### config.mk
export PLATFORM = sky130hd
export DESIGN_NAME = lockin_demodulator
export DESIGN_NICKNAME = d
export VERILOG_FILES = /design/src/rtl/lockin_demodulator.sv
export SDC_FILE = /design/constraint.sdc
export NUM_CORES = 2
export LEC_CHECK = 0
export CAP_MARGIN = 5
export CORE_UTILIZATION = 54
export CTS_BUF_LIST = sky130_fd_sc_hd__clkbuf_4 sky130_fd_sc_hd__clkbuf_8 sky130_fd_sc_hd__clkbuf_16
export CTS_CLUSTER_SIZE = 28
export DETAILED_ROUTE_END_ITERATION = 10
export GPL_TIMING_DRIVEN = 0
export PLACE_DENSITY = 0.79
export SLEW_MARGIN = 20
export SYNTH_ARGS = -nofsm -noshare
export SYNTH_HDL_FRONTEND = slang
export SYNTH_SLANG_ARGS = --single-unit
### constraint.sdc
create_clock -name clk_i -period 34.8 [get_ports clk_i]
set_clock_uncertainty 0.05 [all_clocks]
set_input_delay 6.96 -clock clk_i [delete_from_list [all_inputs] [get_ports clk_i]]
set_output_delay 6.96 -clock clk_i [all_outputs]
set_load 0.01 [all_outputs]
### src/rtl/lockin_demodulator.sv
// Multi-channel lock-in demodulator: one time-shared signed multiplier accumulates
// sig*sin and sig*cos per channel, then dumps the window mean every 2^DECIM_LOG2 ticks.
//
// state | meaning
// IDLE  | waiting for a tick; inputs are latched when one is accepted
// MAC   | 2*NUM_CH multiply-accumulate cycles, ch k/2 x (sin if k even, cos if k odd)
// DUMP  | window complete: publish acc >>> DECIM_LOG2, clear accumulators, pulse valid_o
module lockin_demodulator #(
    parameter int NUM_BITS   = 24,
    parameter int NUM_CH     = 4,
    parameter int DECIM_LOG2 = 8
) (
    input  logic                         clk_i,
    input  logic                         reset_i,
    input  logic                         tick_i,
    input  logic                         clear_i,
    input  logic [NUM_CH*NUM_BITS-1:0]   sig_i,
    input  logic [NUM_BITS-1:0]          sin_i,
    input  logic [NUM_BITS-1:0]          cos_i,
    output logic [NUM_CH*2*NUM_BITS-1:0] i_o,
    output logic [NUM_CH*2*NUM_BITS-1:0] q_o,
    output logic                         valid_o,
    output logic                         busy_o,
    output logic                         overrun_o
);

    localparam int PW  = 2 * NUM_BITS;
    localparam int AW  = PW + DECIM_LOG2;
    localparam int KW  = $clog2(2 * NUM_CH + 1);
    localparam int CHW = (NUM_CH > 1) ? $clog2(NUM_CH) : 1;
    localparam int CW  = (DECIM_LOG2 > 0) ? DECIM_LOG2 : 1;

    localparam logic [KW-1:0] K_LAST   = KW'(2 * NUM_CH - 1);
    localparam logic [CW-1:0] CNT_LAST = CW'((1 << DECIM_LOG2) - 1);

    typedef enum logic [1:0] {IDLE, MAC, DUMP} state_t;

    state_t                      state;
    logic [KW-1:0]               k;
    logic [CW-1:0]               cnt;
    logic                        win_done;
    logic [NUM_CH*NUM_BITS-1:0]  sig_r;
    logic [NUM_BITS-1:0]         sin_r;
    logic [NUM_BITS-1:0]         cos_r;
    logic signed [AW-1:0]        acc_i [NUM_CH];
    logic signed [AW-1:0]        acc_q [NUM_CH];

    logic [CHW-1:0]              ch_idx;
    logic signed [NUM_BITS-1:0]  mul_a;
    logic signed [NUM_BITS-1:0]  mul_b;
    logic signed [PW-1:0]        prod;
    logic signed [AW-1:0]        prod_ext;

    always_comb begin
        ch_idx   = CHW'(k >> 1);
        mul_a    = sig_r[ch_idx*NUM_BITS +: NUM_BITS];
        mul_b    = k[0] ? cos_r : sin_r;
        // (-2^(N-1))^2 still fits in 2N signed bits, so the product is exact
        prod     = PW'(mul_a) * PW'(mul_b);
        prod_ext = AW'(prod);
    end

    always_ff @(posedge clk_i or posedge reset_i) begin
        if (reset_i) begin
            state     <= IDLE;
            k         <= '0;
            cnt       <= '0;
            win_done  <= 1'b0;
            sig_r     <= '0;
            sin_r     <= '0;
            cos_r     <= '0;
            i_o       <= '0;
            q_o       <= '0;
            valid_o   <= 1'b0;
            busy_o    <= 1'b0;
            overrun_o <= 1'b0;
            for (int c = 0; c < NUM_CH; c++) begin
                acc_i[c] <= '0;
                acc_q[c] <= '0;
            end
        end else if (clear_i) begin
            state    <= IDLE;
            k        <= '0;
            cnt      <= '0;
            win_done <= 1'b0;
            valid_o  <= 1'b0;
            busy_o   <= 1'b0;
            for (int c = 0; c < NUM_CH; c++) begin
                acc_i[c] <= '0;
                acc_q[c] <= '0;
            end
        end else begin
            valid_o <= 1'b0;
            if (tick_i && state != IDLE) begin
                overrun_o <= 1'b1;
            end
            case (state)
                IDLE: begin
                    if (tick_i) begin
                        sig_r    <= sig_i;
                        sin_r    <= sin_i;
                        cos_r    <= cos_i;
                        k        <= '0;
                        win_done <= (cnt == CNT_LAST);
                        cnt      <= (cnt == CNT_LAST) ? '0 : cnt + 1'b1;
                        state    <= MAC;
                        busy_o   <= 1'b1;
                    end
                end
                MAC: begin
                    if (k[0]) begin
                        acc_q[ch_idx] <= acc_q[ch_idx] + prod_ext;
                    end else begin
                        acc_i[ch_idx] <= acc_i[ch_idx] + prod_ext;
                    end
                    if (k == K_LAST) begin
                        state  <= win_done ? DUMP : IDLE;
                        busy_o <= win_done;
                    end else begin
                        k <= k + 1'b1;
                    end
                end
                DUMP: begin
                    for (int c = 0; c < NUM_CH; c++) begin
                        i_o[c*PW +: PW] <= PW'(acc_i[c] >>> DECIM_LOG2);
                        q_o[c*PW +: PW] <= PW'(acc_q[c] >>> DECIM_LOG2);
                        acc_i[c]        <= '0;
                        acc_q[c]        <= '0;
                    end
                    valid_o <= 1'b1;
                    state   <= IDLE;
                    busy_o  <= 1'b0;
                end
                default: begin
                    state  <= IDLE;
                    busy_o <= 1'b0;
                end
            endcase
        end
    end

endmodule

# Word level (Yosys, flattened, before mapping)
# Cells that the tools add are included.
# classes
addsub,4
multipliers,2
order_cmp,2
eq_ne,9
shift,1
mux,39
n_bitwise,2
n_reduce_logical,16
# ops
operator,count
224-bit two-way mux,4
224-bit one-hot mux with 2 select lines,2
224-bit bitwise mux,2
56-bit two-way mux,5
56-bit binary-select mux with 2-bit select,2
56-bit by 48-bit adder with 56-bit output,2
56-bit demux with 2-bit select,1
96-bit by 8-bit indexed part select with 24-bit output,1
24-bit by 24-bit multiplier with 48-bit output,1
8-bit two-way mux,4
24-bit two-way mux,1
3-bit != test (second input constant),5
4-bit two-way mux,3
2-bit AND reduction,6
8-bit by 1-bit adder with 8-bit output (second input constant),1
8-bit == test (second input constant),1
1-bit two-way mux,8
2-bit two-way mux,4
4-bit one-hot mux with 2 select lines,1
3-bit AND reduction,2
2-bit nonzero test,3
3-bit nonzero test,2
4-bit by 1-bit adder with 4-bit output (second input constant),1
4-bit by 3-bit == test with 1-bit output (second input constant),1
other kinds (11),12
# word_totals
regBits,994
out_inout_bits,387
wordCells,95

# Depth between registers and ports, before layout
# depth
depth_word,9
ltp_mapped,49
ltp_nobuf,43

# Worst setup path after synthesis
# OpenSTA, ideal clock, no wires.
# synth_timing
path_kind,register -> register
startpoint,register k[1]
endpoint,register acc_i[108] (netlist bit)
setup_time_ns,0.121
t_arrival_ns,10.980
setup_slack_ns,23.649
stages_incl_launch_ff,48
path_buffers,7
synth_period_minus_slack_ns,11.151
path_cell_list,dfrtp_1 clkbuf_1 buf_1 clkbuf_1 clkbuf_1 clkbuf_1 nand2_1 o21ai_0 clkbuf_1 nor2_1 fa_1 inv_1 fa_1 fa_1 inv_1 fa_1 inv_1 fa_1 [12 not listed] nand2_1 o21ai_0 a21o_1 a21o_1 xor2_1 ha_1 a21o_1 a21o_1 a21o_1 a2111oi_0 and3_1 o41ai_4 a311o_2 nand4_1 o211ai_2 nand4_1 or3b_4 a22o_1
# synth_via
elab_chain_len,9
word_cells_on_any_way,17
# synth_rtl
element,line_no,source
start: declaration,39,logic [KW-1:0] k;
start signal: assignment,120,k <= k + 1'b1;
"parallel branches: the longest is 5 deep, another holds 56-bit by 48-bit adder with 56-bit output",-,
224-bit bitwise mux (*),114,acc_i[ch_idx] <= acc_i[ch_idx] + prod_ext;
224-bit two-way mux (*),111,if (k[0]) begin
224-bit one-hot mux with 2 select lines (*),97,case (state)
224-bit two-way mux (*),81,end else if (clear_i) begin
end signal: indexed assignment,114,
end: declaration,45,logic signed [AW-1:0] acc_i [NUM_CH];
# Mark *: on every way between the ends. The select of a mux whose other input is x is not followed.
# A chain may end at the register's enable or synchronous reset.

# Worst setup path after layout
# layout_timing
startpoint,register k[1]
endpoint,register acc_q[108] (netlist bit)
# layout_via
elab_chain_len,9
word_cells_on_any_way,17
# layout_rtl
element,line_no,source
"parallel branches: the longest is 5 deep, another holds 56-bit by 48-bit adder with 56-bit output",-,
224-bit bitwise mux (*),112,acc_q[ch_idx] <= acc_q[ch_idx] + prod_ext;
224-bit two-way mux (*),111,
224-bit one-hot mux with 2 select lines (*),97,
224-bit two-way mux (*),81,
end signal: indexed assignment,112,
end: declaration,46,logic signed [AW-1:0] acc_q [NUM_CH];
# Marked as above.

==> flow_metrics.tcl <==
set metrics [dict create \
    cap_viol_max_count 0 \
    hp-class "flip-flop to flip-flop" \
    layout-drive-gt1-share_pct 15.6 \
    ctsResizeCount 0 \
    wl_met1_mm 91.6 \
    cts_max_level 3 \
    clk_path_buf_depth 3 \
    slowest_stage "clkbuf_1" \
    drt-vias-per-instance 6.26 \
    drt-pass1-iter-count 6 \
    hold_viol_final 0 \
    slew_viol_final 0 \
    routed.top_layer "met5" \
    grt_usage_pct 39.7 \
    fp.coreArea_um2 121000 \
    grt-ovfl-total 0 \
    cts.sinks 994 \
    cts_tree "built" \
    synth.avg_cell_area_um2 11.7 \
    syn_nets 6658 \
    ant_nets 0 \
    antenna_found_initial 5 \
    synth_cells 5655 \
    place.gp.congestion 1.04 \
    cts_root_buf "clkbuf_16" \
    grt_setup_unrepaired "false" \
    tns_ns 0 \
    setup_violations 0 \
    wl_met2_mm 109 \
    r2r-start "k[1]" \
    nets 7339 \
    drtIter0Drc 5112 \
    grt_first_pass_wirelength_mm 353 \
    routed_wl_mm 240 \
    rows 127 \
    initial_utilization_pct 54.8 \
    worstMarginPinSlew_ns 1.27 \
    end_kind "flip-flop" \
    finalInstanceArea_um2 78000 \
    slew-limit-headroom_pct 15.6 \
    yosysTopAreaCellShare_pct 37.7 \
    synthesis.area_um2 66100 \
    ff2ff_setup_slack_ns 18.36 \
    status "completed" \
    timing.fmax_mhz 60.8 \
    die_h_um 352 \
    critical_path_class "flip-flop to flip-flop" \
    dp_hpwl_mm 189 \
    wl_met3_mm 24.7 \
    drc 0 \
    reg2reg_depth 45 \
    synth_warnings 0 \
    synth_area_leaders "dfrtp_1 38%, fa_1 18%, mux2_2 9.7%" \
    fin_crit_ns 16.44 \
    cp_max_fo 10 \
    cts_made_buffers 100 \
    fillers 9117 \
    final_util_pct 64.7 \
    synth-seq-cells 994 \
    fin_hold_ws_ns 0.443 \
    placed_cell_area_um2 74400 \
    design.die.area_um2 124000 \
    grt_max_degree 37 \
    synth.distinct_cells 80 \
    fin_crit_sh_pct 47.2 \
    synth_edf_count 0 \
    area_growth_syn_to_layout_pct 18.1 \
    io_pins 535 \
    post_cts_buffers 0 \
    critPathLaunchType "flip-flop" \
    startpoint "k[1]" \
    wl_per_cell_um 30.0 \
    r2r-end "acc_q[108]" \
    numPortBuffers 534 \
    hold_start "acc_i[58]" \
    die_w_um 352 \
    crit_arrival_ns 17.05 \
    grt_pass1_vias 52368 \
    ys_seq_area_share_pct 37.7 \
    clk_latency_ns 0.78 \
    synth_ff_type "dfrtp_1" \
    worst_path_most_repeated_cell "fa_1" \
    async_flop_share_pct 100 \
    via_count 50238 \
    cts.reportedPaths.clkPinSlew_ns 0.06 \
    cts-hold-fix-buffers 0 \
    cp.required_ns 35.41 \
    cpPeakStageDelay_ns 0.91 \
    worstSetupEndpoint "acc_q[108]" \
    synth_top_area_cell "dfrtp_1" \
]
-- synth_stat cells (all sizes together) (23+ instances only) --
cell type and number:
fa 609, mux2i 43, o21a 45, inv 624
a22o 401, xnor2 120, mux2 570, mux4 112
a21o 83, and2 27, buf 46, a21oi 159
xor2 52, nor2 369, dfrtp 994, nand2b 38
o21ai 146, clkbuf 247, nand2 445, nand3 41
nand4 23, ha 246
-- cells by family after synthesis --
family	synth area share, %
AO/OA/AOI/OAI	10.7
flip-flops	37.7
adder cells (fa/ha/maj)	23.1
AND/OR/NAND/NOR	6.63
buffers and inverters	5.25
XOR/XNOR	2.45
multiplexers	14.2
-- cells in the final DEF, fill, tap and decap left out, drive strengths merged, types with 5 or more instances in the layout --
cell / count
o31ai: 10
nor2b: 19
a31oi: 21
a21oi: 159
fa: 609
nand4: 23
nand3: 41
o211ai: 17
a31o: 8
clkinvlp: 6
xnor2: 120
mux2i: 43
a211o: 5
a21o: 83
buf: 89
o21bai: 14
and3: 15
a211oi: 12
nor2: 369
ha: 246
mux2: 570
and4: 5
mux4: 112
inv: 628
bufinv: 13
and2: 27
clkdlybuf4s50: 534
clkbuf: 380
a22o: 401
nand2: 445
nand2b: 38
a2111oi: 10
a22oi: 7
dfrtp: 994
xor2: 52
o21a: 45
clkinv: 28
o21ai: 146
nor3: 21
-- critical path: cells and delay by family, from the launching register on --
family                     cells  cell delay (ns)
buffers and inverters         12             4.88
AOI/OAI and AO/OA             16             4.53
adders and majority gates      9             4.35
and+or+nand+nor                7             1.30
xor gates and xnor gates       1             0.86
DFF                            1             0.36
-- worst min-delay path by stage --
stage	depth (start not counted)	slack [ns]	to
3_5_place_dp	2	0.42	acc_i[58]
3_3_place_gp	2	0.41	acc_q[170]
4_1_cts	2	0.44	acc_i[58]
2_1_floorplan	2	0.39	acc_i[58]
6_report	2	0.44	acc_i[58]
5_1_grt	2	0.45	acc_i[58]
-- per-layer routing --
layer  global-route usage (%)  vias to the layer above
li1                         -                    20562
met1                     51.4                    26115
met2                     61.0                     2932
met3                     10.4                      623
met4                     21.5                        6
met5                        0                        -
-- flip-flops by register name, summed over array words and instances (netlist names), 2 cells and up --
register  count
q_o         192
i_o         192
acc_q       224
cnt           8
k             4
cos_r        24
sig_r        96
acc_i       224
state         2
sin_r        24
-- area by class of cell --
class | count | area (µm²) | area share (%)
inverter | 625 | 2350 | 3.01
sequential | 994 | 24900 | 31.9
clock buffer | 131 | 2840 | 3.64
antenna | 2 | 5.00 | 0.00641
multi-input combinational | 3743 | 37900 | 48.5
buffer | 293 | 1150 | 1.47
timing repair buffer | 579 | 6180 | 7.92
clock inverter | 50 | 754 | 0.967
tap | 1612 | 2020 | 2.58
-- through the flow --
step | setup WS, ns | cells
final | 18.36 | 8029
after global routing | 17.83 | 8028
after CTS | 18.77 | 8027
after detailed placement | 18.83 | 7846
after global placement | 8.53 | 7801
after floorplan | 14.10 | 5655
Power is not shown: default switching activity piles up to over one toggle a cycle in this logic, so the estimate is an artifact.
